File: src/rtl/cpu_sequencer_if.sv
// Instruction handshake and datapath control bundle between the sequencer
// (master) and the instruction source / regfile / ALU / DATA_MEM (slave).
interface cpu_sequencer_if #(
  parameter int INSTR_WIDTH   = 20,
  parameter int REG_ADDR_BITS = 2,
  parameter int IMM_BITS      = 8
);
  logic                     instr_valid;
  logic [INSTR_WIDTH-1:0]   instruction;
  logic                     instr_ready;
  logic                     mem_ready;
  logic [REG_ADDR_BITS-1:0] rd_addr_a;
  logic [REG_ADDR_BITS-1:0] rd_addr_b;
  logic [REG_ADDR_BITS-1:0] wr_addr;
  logic                     wr_en;
  logic                     wb_sel_mem;
  logic                     alu_op;
  logic                     alu_b_imm;
  logic [IMM_BITS-1:0]      imm;
  logic                     mem_rd_en;
  logic                     mem_wr_en;

  modport master (
    input  instr_valid, instruction, mem_ready,
    output instr_ready, rd_addr_a, rd_addr_b, wr_addr, wr_en, wb_sel_mem,
           alu_op, alu_b_imm, imm, mem_rd_en, mem_wr_en
  );

  modport slave (
    output instr_valid, instruction, mem_ready,
    input  instr_ready, rd_addr_a, rd_addr_b, wr_addr, wr_en, wb_sel_mem,
           alu_op, alu_b_imm, imm, mem_rd_en, mem_wr_en
  );
endinterface

File: src/rtl/cpu_sequencer.sv
// Multi-cycle control FSM for simple_cpu. Latches one instruction per
// valid/ready handshake and sequences DECODE/EXEC/MEM/WB control strobes.
// Every output is a flop loaded from the next state and next IR, so outputs
// keep Moore timing and clear asynchronously with the reset.
module cpu_sequencer #(
  parameter int INSTR_WIDTH   = 20,
  parameter int REG_ADDR_BITS = 2,
  parameter int IMM_BITS      = 8,
  parameter int CNT_WIDTH     = 16
) (
  input  logic                 clk_i,
  input  logic                 rst_ni,
  cpu_sequencer_if.master      bus,
  output logic                 busy_o,
  output logic                 illegal_o,
  output logic [CNT_WIDTH-1:0] retired_cnt_o
);

  typedef enum logic [2:0] {
    S_IDLE   = 3'd0,
    S_DECODE = 3'd1,
    S_EXEC   = 3'd2,
    S_MEM    = 3'd3,
    S_WB     = 3'd4
  } state_e;

  localparam logic [1:0] OP_NOP   = 2'b00;
  localparam logic [1:0] OP_RTYPE = 2'b01;
  localparam logic [1:0] OP_LOAD  = 2'b10;
  localparam logic [1:0] OP_STORE = 2'b11;

  state_e                   state_q, state_d;
  logic [INSTR_WIDTH-1:0]   ir_q, ir_d;
  logic                     illegal_q, illegal_d;
  logic [CNT_WIDTH-1:0]     retired_cnt_q, retired_cnt_d;
  logic                     fire_s;
  logic                     retire_s;

  // Registered control outputs and their next values
  logic                     ready_q, ready_d;
  logic                     busy_q, busy_d;
  logic [REG_ADDR_BITS-1:0] rd_a_q, rd_a_d;
  logic [REG_ADDR_BITS-1:0] rd_b_q, rd_b_d;
  logic [REG_ADDR_BITS-1:0] wr_addr_q, wr_addr_d;
  logic                     wr_en_q, wr_en_d;
  logic                     wb_sel_q, wb_sel_d;
  logic                     alu_op_q, alu_op_d;
  logic                     alu_b_imm_q, alu_b_imm_d;
  logic [IMM_BITS-1:0]      imm_q, imm_d;
  logic                     mem_rd_q, mem_rd_d;
  logic                     mem_wr_q, mem_wr_d;

  // Fields of the current IR (drive the state transitions)
  logic [1:0] op_s;
  logic       funct_bad_s;
  assign op_s        = ir_q[19:18];
  assign funct_bad_s = (ir_q[3:1] != 3'b000);

  // Fields of the next IR (drive the registered outputs)
  logic [1:0] n_op_s;
  logic [1:0] n_x1_s, n_x2_s, n_x3_s;
  assign n_op_s = ir_d[19:18];
  assign n_x1_s = ir_d[17:16];
  assign n_x2_s = ir_d[15:14];
  assign n_x3_s = ir_d[13:12];

  assign fire_s = bus.instr_valid & ready_q;

  // Next-state, IR load, sticky illegal flag and retire counting
  always_comb begin
    state_d   = state_q;
    ir_d      = ir_q;
    illegal_d = illegal_q;
    case (state_q)
      S_IDLE: begin
        if (fire_s) begin
          ir_d    = bus.instruction;
          state_d = S_DECODE;
        end else begin
          state_d = S_IDLE;
        end
      end
      S_DECODE: begin
        if (op_s == OP_NOP) begin
          state_d = S_IDLE;
        end else if ((op_s == OP_RTYPE) && funct_bad_s) begin
          // Unsupported funct retires as a NOP and is remembered
          illegal_d = 1'b1;
          state_d   = S_IDLE;
        end else begin
          state_d = S_EXEC;
        end
      end
      S_EXEC: begin
        if (op_s == OP_RTYPE) begin
          state_d = S_WB;
        end else if ((op_s == OP_LOAD) || (op_s == OP_STORE)) begin
          state_d = S_MEM;
        end else begin
          state_d = S_IDLE;
        end
      end
      S_MEM: begin
        if (bus.mem_ready) begin
          state_d = (op_s == OP_LOAD) ? S_WB : S_IDLE;
        end else begin
          state_d = S_MEM;
        end
      end
      S_WB: begin
        state_d = S_IDLE;
      end
      default: begin
        state_d = S_IDLE;
      end
    endcase
    // Any return to IDLE from a busy state completes an instruction
    retire_s      = (state_q != S_IDLE) && (state_d == S_IDLE);
    retired_cnt_d = retired_cnt_q + {{(CNT_WIDTH-1){1'b0}}, retire_s};
  end

  // Decode the control strobes for the state being entered
  always_comb begin
    logic [REG_ADDR_BITS-1:0] rd_a_s, rd_b_s;
    logic                     alu_op_s, alu_b_imm_s;
    rd_a_s      = {REG_ADDR_BITS{1'b0}};
    rd_b_s      = {REG_ADDR_BITS{1'b0}};
    alu_op_s    = 1'b0;
    alu_b_imm_s = 1'b0;
    if (n_op_s != OP_NOP) begin
      rd_a_s = n_x2_s;
    end else begin
      rd_a_s = {REG_ADDR_BITS{1'b0}};
    end
    if (n_op_s == OP_RTYPE) begin
      rd_b_s   = n_x3_s;
      alu_op_s = ir_d[0];
    end else if (n_op_s == OP_STORE) begin
      rd_b_s      = n_x1_s;
      alu_b_imm_s = 1'b1;
    end else if (n_op_s == OP_LOAD) begin
      alu_b_imm_s = 1'b1;
    end else begin
      rd_b_s = {REG_ADDR_BITS{1'b0}};
    end

    ready_d     = 1'b0;
    busy_d      = 1'b1;
    rd_a_d      = {REG_ADDR_BITS{1'b0}};
    rd_b_d      = {REG_ADDR_BITS{1'b0}};
    wr_addr_d   = {REG_ADDR_BITS{1'b0}};
    wr_en_d     = 1'b0;
    wb_sel_d    = 1'b0;
    alu_op_d    = 1'b0;
    alu_b_imm_d = 1'b0;
    mem_rd_d    = 1'b0;
    mem_wr_d    = 1'b0;
    imm_d       = ir_d[11:4];
    case (state_d)
      S_IDLE: begin
        ready_d = 1'b1;
        busy_d  = 1'b0;
      end
      S_DECODE: begin
        rd_a_d = rd_a_s;
        rd_b_d = rd_b_s;
      end
      S_EXEC: begin
        rd_a_d      = rd_a_s;
        rd_b_d      = rd_b_s;
        alu_op_d    = alu_op_s;
        alu_b_imm_d = alu_b_imm_s;
      end
      S_MEM: begin
        // Address and store data stay selected while the access stalls
        rd_a_d      = rd_a_s;
        rd_b_d      = rd_b_s;
        alu_op_d    = alu_op_s;
        alu_b_imm_d = alu_b_imm_s;
        mem_rd_d    = (n_op_s == OP_LOAD);
        mem_wr_d    = (n_op_s == OP_STORE);
      end
      S_WB: begin
        // ALU operands stay selected so the R-type result is still valid
        rd_a_d      = rd_a_s;
        rd_b_d      = rd_b_s;
        alu_op_d    = alu_op_s;
        alu_b_imm_d = alu_b_imm_s;
        wr_en_d     = 1'b1;
        wr_addr_d   = n_x1_s;
        wb_sel_d    = (n_op_s == OP_LOAD);
      end
      default: begin
        busy_d = 1'b0;
      end
    endcase
  end

  // State, IR, flag, counter and output registers with async clear
  always_ff @(posedge clk_i or negedge rst_ni) begin
    if (!rst_ni) begin
      state_q       <= S_IDLE;
      ir_q          <= {INSTR_WIDTH{1'b0}};
      illegal_q     <= 1'b0;
      retired_cnt_q <= {CNT_WIDTH{1'b0}};
      ready_q       <= 1'b0;
      busy_q        <= 1'b0;
      rd_a_q        <= {REG_ADDR_BITS{1'b0}};
      rd_b_q        <= {REG_ADDR_BITS{1'b0}};
      wr_addr_q     <= {REG_ADDR_BITS{1'b0}};
      wr_en_q       <= 1'b0;
      wb_sel_q      <= 1'b0;
      alu_op_q      <= 1'b0;
      alu_b_imm_q   <= 1'b0;
      imm_q         <= {IMM_BITS{1'b0}};
      mem_rd_q      <= 1'b0;
      mem_wr_q      <= 1'b0;
    end else begin
      state_q       <= state_d;
      ir_q          <= ir_d;
      illegal_q     <= illegal_d;
      retired_cnt_q <= retired_cnt_d;
      ready_q       <= ready_d;
      busy_q        <= busy_d;
      rd_a_q        <= rd_a_d;
      rd_b_q        <= rd_b_d;
      wr_addr_q     <= wr_addr_d;
      wr_en_q       <= wr_en_d;
      wb_sel_q      <= wb_sel_d;
      alu_op_q      <= alu_op_d;
      alu_b_imm_q   <= alu_b_imm_d;
      imm_q         <= imm_d;
      mem_rd_q      <= mem_rd_d;
      mem_wr_q      <= mem_wr_d;
    end
  end

  assign bus.instr_ready = ready_q;
  assign bus.rd_addr_a   = rd_a_q;
  assign bus.rd_addr_b   = rd_b_q;
  assign bus.wr_addr     = wr_addr_q;
  assign bus.wr_en       = wr_en_q;
  assign bus.wb_sel_mem  = wb_sel_q;
  assign bus.alu_op      = alu_op_q;
  assign bus.alu_b_imm   = alu_b_imm_q;
  assign bus.imm         = imm_q;
  assign bus.mem_rd_en   = mem_rd_q;
  assign bus.mem_wr_en   = mem_wr_q;
  assign busy_o          = busy_q;
  assign illegal_o       = illegal_q;
  assign retired_cnt_o   = retired_cnt_q;

endmodule
File: src/flat_wrapper.sv
// flat-port wrapper written by rule: the top's interface ports become plain ports
module cpu_sequencer_flat 
#(
  parameter int INSTR_WIDTH   = 20,
  parameter int REG_ADDR_BITS = 2,
  parameter int IMM_BITS      = 8,
  parameter int CNT_WIDTH     = 16
)
  (clk_i, rst_ni, busy_o, illegal_o, retired_cnt_o, bus_instr_valid, bus_instruction, bus_mem_ready, bus_instr_ready, bus_rd_addr_a, bus_rd_addr_b, bus_wr_addr, bus_wr_en, bus_wb_sel_mem, bus_alu_op, bus_alu_b_imm, bus_imm, bus_mem_rd_en, bus_mem_wr_en);
  cpu_sequencer_if #(.INSTR_WIDTH(INSTR_WIDTH), .REG_ADDR_BITS(REG_ADDR_BITS), .IMM_BITS(IMM_BITS)) bus_i ();
  input  logic clk_i;
  input  logic rst_ni;
  output logic busy_o;
  output logic illegal_o;
  output logic [CNT_WIDTH-1:0] retired_cnt_o;
  input wire logic [$bits(bus_i.instr_valid)-1:0] bus_instr_valid;
  input wire logic [$bits(bus_i.instruction)-1:0] bus_instruction;
  input wire logic [$bits(bus_i.mem_ready)-1:0] bus_mem_ready;
  output wire logic [$bits(bus_i.instr_ready)-1:0] bus_instr_ready;
  output wire logic [$bits(bus_i.rd_addr_a)-1:0] bus_rd_addr_a;
  output wire logic [$bits(bus_i.rd_addr_b)-1:0] bus_rd_addr_b;
  output wire logic [$bits(bus_i.wr_addr)-1:0] bus_wr_addr;
  output wire logic [$bits(bus_i.wr_en)-1:0] bus_wr_en;
  output wire logic [$bits(bus_i.wb_sel_mem)-1:0] bus_wb_sel_mem;
  output wire logic [$bits(bus_i.alu_op)-1:0] bus_alu_op;
  output wire logic [$bits(bus_i.alu_b_imm)-1:0] bus_alu_b_imm;
  output wire logic [$bits(bus_i.imm)-1:0] bus_imm;
  output wire logic [$bits(bus_i.mem_rd_en)-1:0] bus_mem_rd_en;
  output wire logic [$bits(bus_i.mem_wr_en)-1:0] bus_mem_wr_en;
  assign bus_i.instr_valid = bus_instr_valid;
  assign bus_i.instruction = bus_instruction;
  assign bus_i.mem_ready = bus_mem_ready;
  assign bus_instr_ready = bus_i.instr_ready;
  assign bus_rd_addr_a = bus_i.rd_addr_a;
  assign bus_rd_addr_b = bus_i.rd_addr_b;
  assign bus_wr_addr = bus_i.wr_addr;
  assign bus_wr_en = bus_i.wr_en;
  assign bus_wb_sel_mem = bus_i.wb_sel_mem;
  assign bus_alu_op = bus_i.alu_op;
  assign bus_alu_b_imm = bus_i.alu_b_imm;
  assign bus_imm = bus_i.imm;
  assign bus_mem_rd_en = bus_i.mem_rd_en;
  assign bus_mem_wr_en = bus_i.mem_wr_en;
  cpu_sequencer #(.INSTR_WIDTH(INSTR_WIDTH), .REG_ADDR_BITS(REG_ADDR_BITS), .IMM_BITS(IMM_BITS), .CNT_WIDTH(CNT_WIDTH)) u_core (.clk_i(clk_i), .rst_ni(rst_ni), .bus(bus_i), .busy_o(busy_o), .illegal_o(illegal_o), .retired_cnt_o(retired_cnt_o));
endmodule
File: config.mk
export PLATFORM = sky130hd
export DESIGN_NAME = cpu_sequencer_flat
export DESIGN_NICKNAME = d
export VERILOG_FILES = /design/src/rtl/cpu_sequencer_if.sv /design/src/rtl/cpu_sequencer.sv /design/src/flat_wrapper.sv
export SDC_FILE = /design/constraint.sdc
export NUM_CORES = 1
export LEC_CHECK = 0
export CORE_MARGIN = 3
export CORE_UTILIZATION = 29
export CTS_BUF_LIST = sky130_fd_sc_hd__clkbuf_8 sky130_fd_sc_hd__clkbuf_16
export CTS_CLUSTER_SIZE = 24
export DETAILED_ROUTE_END_ITERATION = 10
export DONT_BUFFER_PORTS = 1
export PLACE_DENSITY_LB_ADDON = 0.05
export SLEW_MARGIN = 0
export SYNTH_ARGS = -nofsm -noshare
export SYNTH_HDL_FRONTEND = slang
export SYNTH_SLANG_ARGS = --single-unit
File: constraint.sdc
create_clock -name clk_i -period 4.2 [get_ports clk_i]
set_input_delay 0.63 -clock clk_i [delete_from_list [all_inputs] [get_ports clk_i]]
set_output_delay 0.63 -clock clk_i [all_outputs]
set_load 0.01 [all_outputs]
==> results.yml <==
grt:
  grt_first_pass_wirelength_microns: 8160
  grt_pass1_vias: 1472
  grtUsageTotal: 0.125
  gr-total-overflow: 0
  grt_antenna_before_repair: 0
  grt_max_degree: 32
critical_path:
  crit_arrival_ns: 2.91
  r2r-end: "u_core.retired_cnt_o[15]"
  r2r_slack_ns: 1.51
  cp_max_fo: 5
  crit_type: "reg -> reg"
  crit_path_end_kind: "flip-flop"
  critPathLaunch: "u_core.ir_q[18]"
  reg2reg_depth: 9
  required_ns: 4.43
  cp-start-kind: "flip-flop"
  r2r_start: "u_core.ir_q[18]"
power:
  power.total_uw: 1630
  powerDensity_mw_per_mm2: 661
  vdd_drop_max_v: 0.000194
  p_leak_uw: 0.00117
logic_synthesis:
  netlist_instances: 198
  syn_nets: 224
  yosysWarnings: 0
  syn_area_sq_mm: 0.00227
  yosys_register_bits: 54
  ys_types: 39
  seq_area_frac_synth: 0.596
  syn_area_per_cell_sq_um: 11.4
status:
  status: "complete, no violations"
route:
  routed_wl_microns: 5060
  routedWlPerCell_microns: 16.9
  post-route-drc-count: 0
  drt_iter0_markers: 44
  ant_nets: 0
  dr.pass1.iters: 4
  viasPerCell: 4.57
  vias: 1365
placement:
  gp_congestion: 0.709
  dpl_cell_area_sq_mm: 0.00230
  io_buffer_count: 0
  hpwl_microns: 3300
layout:
  area_delta_synth_final_pct: 9.11
  design_area_sq_mm: 0.00247
  layout.nets: 225
  layout-drive-gt1-share: 0.100
  fill_cells: 768
  n_antenna_cell: 0
sta:
  maxSlewViolCount: 0
  fin_crit_ns: 2.69
  slew-limit-headroom: 0.465
  worst_slew_pin_slew_ns: 0.801
  setup_viol: 0
  hold_viol: 0
  skew_ns: 0.00258
  setup_tns_ns: 0
  rsz0062_at_grt: "no"
  period_share: 0.639
  max_freq_mhz: 372
  hold_ws_ns: 0.132
die:
  dieWidth_microns: 94.4
  die_area_sq_mm: 0.00891
  start_util: 0.306
  fp.coreArea_sq_mm: 0.00741
  dieHeight_microns: 94.4
  io_pins: 63
  num_rows: 31
cts:
  clkLatencyLatePin_ns: 0.30
  clkTransAtPathRegs_ns: 0.09
  clock-root-buffer: "clkbuf_8"
  clock_sinks: 54
  cts_max_level: 2
  cts_tree: "yes"
  cts_buffers: 5
  cts_buffer_depth: 2
run:
  drv_cap: 0
min_path:
  hold_class: "in -> async"
[flip-flops by register name, indices dropped and copies added (netlist names)]
name and cells:
u_core.bus.mem_wr_en 1, u_core.bus.rd_addr_a 2, u_core.bus.alu_b_imm 1, u_core.bus.imm 7, u_core.bus.alu_op 1, u_core.bus.mem_rd_en 1
u_core.bus.wb_sel_mem 1, u_core.state_q 3, u_core.busy_o 1, u_core.bus.rd_addr_b 2, u_core.bus.wr_addr 2, u_core.bus.instr_ready 1
u_core.bus.wr_en 1, u_core.illegal_o 1, u_core.ir_q 13, u_core.retired_cnt_o 16
[per-stage QoR]
step | setup slack, ns | std cells | utilization
5_1_grt | 1.20 | 299 | 0.334
3_3_place_gp | 1.53 | 284 | 0.311
4_1_cts | 1.49 | 298 | 0.331
6_report | 1.51 | 299 | 0.334
3_5_place_dp | 1.40 | 284 | 0.311
2_1_floorplan | 1.68 | 198 | -
[cells by family after synthesis]
logic type               share of synthesized area
adder cells (fa/ha/maj)                     0.0110
AND/OR/NAND/NOR                              0.200
XOR/XNOR                                    0.0541
AO/OA/AOI/OAI                               0.0674
multiplexers                                0.0199
flip-flops                                   0.596
buffers and inverters                       0.0508
[critical path, cell delays in order, from the launching register on]
cell,delay (ns)
dfrtp_1,0.44
nor2b_1,0.29
a211oi_4,0.13
or2_2,0.31
nor3_1,0.21
ha_1,0.22
and4_1,0.22
nand4_1,0.25
nor4_1,0.39
xor2_1,0.18
[placed cells by master (no fill, tap or decap), types with 3 or more instances in the layout]
cell and instances:
and3_1 3, clkbuf_8 6, a21o_1 3, a221oi_1 4, nor3_1 3, nor2_1 8, xor2_1 5, xnor2_1 9
nand3_1 6, dfrtp_1 54, inv_1 8, and2_1 5, nand2b_1 3, dlygate4sd3_1 6, nand2_1 45
[area by class of cell]
class	instances	area [sq um]	area share
Sequential cell	54	1350	0.547
Clock buffer	6	82.6	0.0334
Timing Repair Buffer	7	80.1	0.0324
Inverter	7	26.3	0.0106
Tap cell	99	124	0.0501
Multi-Input combinational cell	124	800	0.323
Clock inverter	2	8.76	0.00354
[timing repair]
item                      in CTS  in global routing
buffers inserted               0                  0
hold buffers                   6                  1
hold endpoints to repair      13                 25
gates resized for setup        0                  0
[power breakdown]
group	internal [uW]	switching (uW)
clock	131	164
sequential	691	173
combinational	185	290
total	1010	627
[synth_stat cells]
| cell type | number | area, sq um |
|---|---|---|
| dfrtp_1 | 54 | 1350 |
| nand2_1 | 45 | 169 |
| xnor2_1 | 9 | 78.8 |
| buf_4 | 8 | 60.1 |
| nor2_1 | 8 | 30.0 |
| inv_1 | 7 | 26.3 |
| nand3_1 | 6 | 30.0 |
| and2_1 | 5 | 31.3 |
| xor2_1 | 5 | 43.8 |
| a221oi_1 | 4 | 35.0 |
| a21o_1 | 3 | 22.5 |
| and3_1 | 3 | 18.8 |
| nand2b_1 | 3 | 18.8 |
| nor3_1 | 3 | 15.0 |
| a2111oi_2 | 2 | 30.0 |
| a21oi_1 | 2 | 10.0 |
| and4_1 | 2 | 17.5 |
| buf_2 | 2 | 10.0 |
| clkbuf_1 | 2 | 7.51 |
| ha_1 | 2 | 25.0 |
| mux2i_1 | 2 | 20.0 |
| nand4_1 | 2 | 12.5 |
| nor2b_1 | 2 | 12.5 |
| or3b_1 | 2 | 17.5 |
| a211oi_4 | 1 | 20.0 |
| a21bo_2 | 1 | 10.0 |
| a21oi_4 | 1 | 16.3 |
| a31o_2 | 1 | 8.76 |
| buf_6 | 1 | 11.3 |
| mux2_2 | 1 | 11.3 |
| mux2i_2 | 1 | 13.8 |
| nand4b_1 | 1 | 8.76 |
| nor3_2 | 1 | 10.0 |
| nor4_1 | 1 | 6.26 |
| nor4_4 | 1 | 21.3 |
| nor4b_2 | 1 | 15.0 |
| or2_2 | 1 | 6.26 |
| or3_1 | 1 | 6.26 |
| or4_1 | 1 | 7.51 |
[worst max path at each step]
| stage | end | depth (start not counted) |
|---|---|---|
| finish | u_core.retired_cnt_o[15] | 9 |
| global route | u_core.retired_cnt_o[15] | 9 |
| CTS | u_core.retired_cnt_o[15] | 9 |
| detailed placement | u_core.retired_cnt_o[15] | 9 |
| global placement | u_core.retired_cnt_o[15] | 9 |
| floorplan | u_core.retired_cnt_o[14] | 9 |
[routing by layer]
layer / track usage / routed length, microns / vias up / part of all wire
met1: 0.158 / 2120 / 668 / 0.42
li1: - / - / 648 / -
met5: 0 / 0 / - / 0
met4: 0.0361 / 34 / 0 / 0.0067
met3: 0.0494 / 415 / 2 / 0.082
met2: 0.198 / 2490 / 47 / 0.49
(Power assumes the default switching activity.)
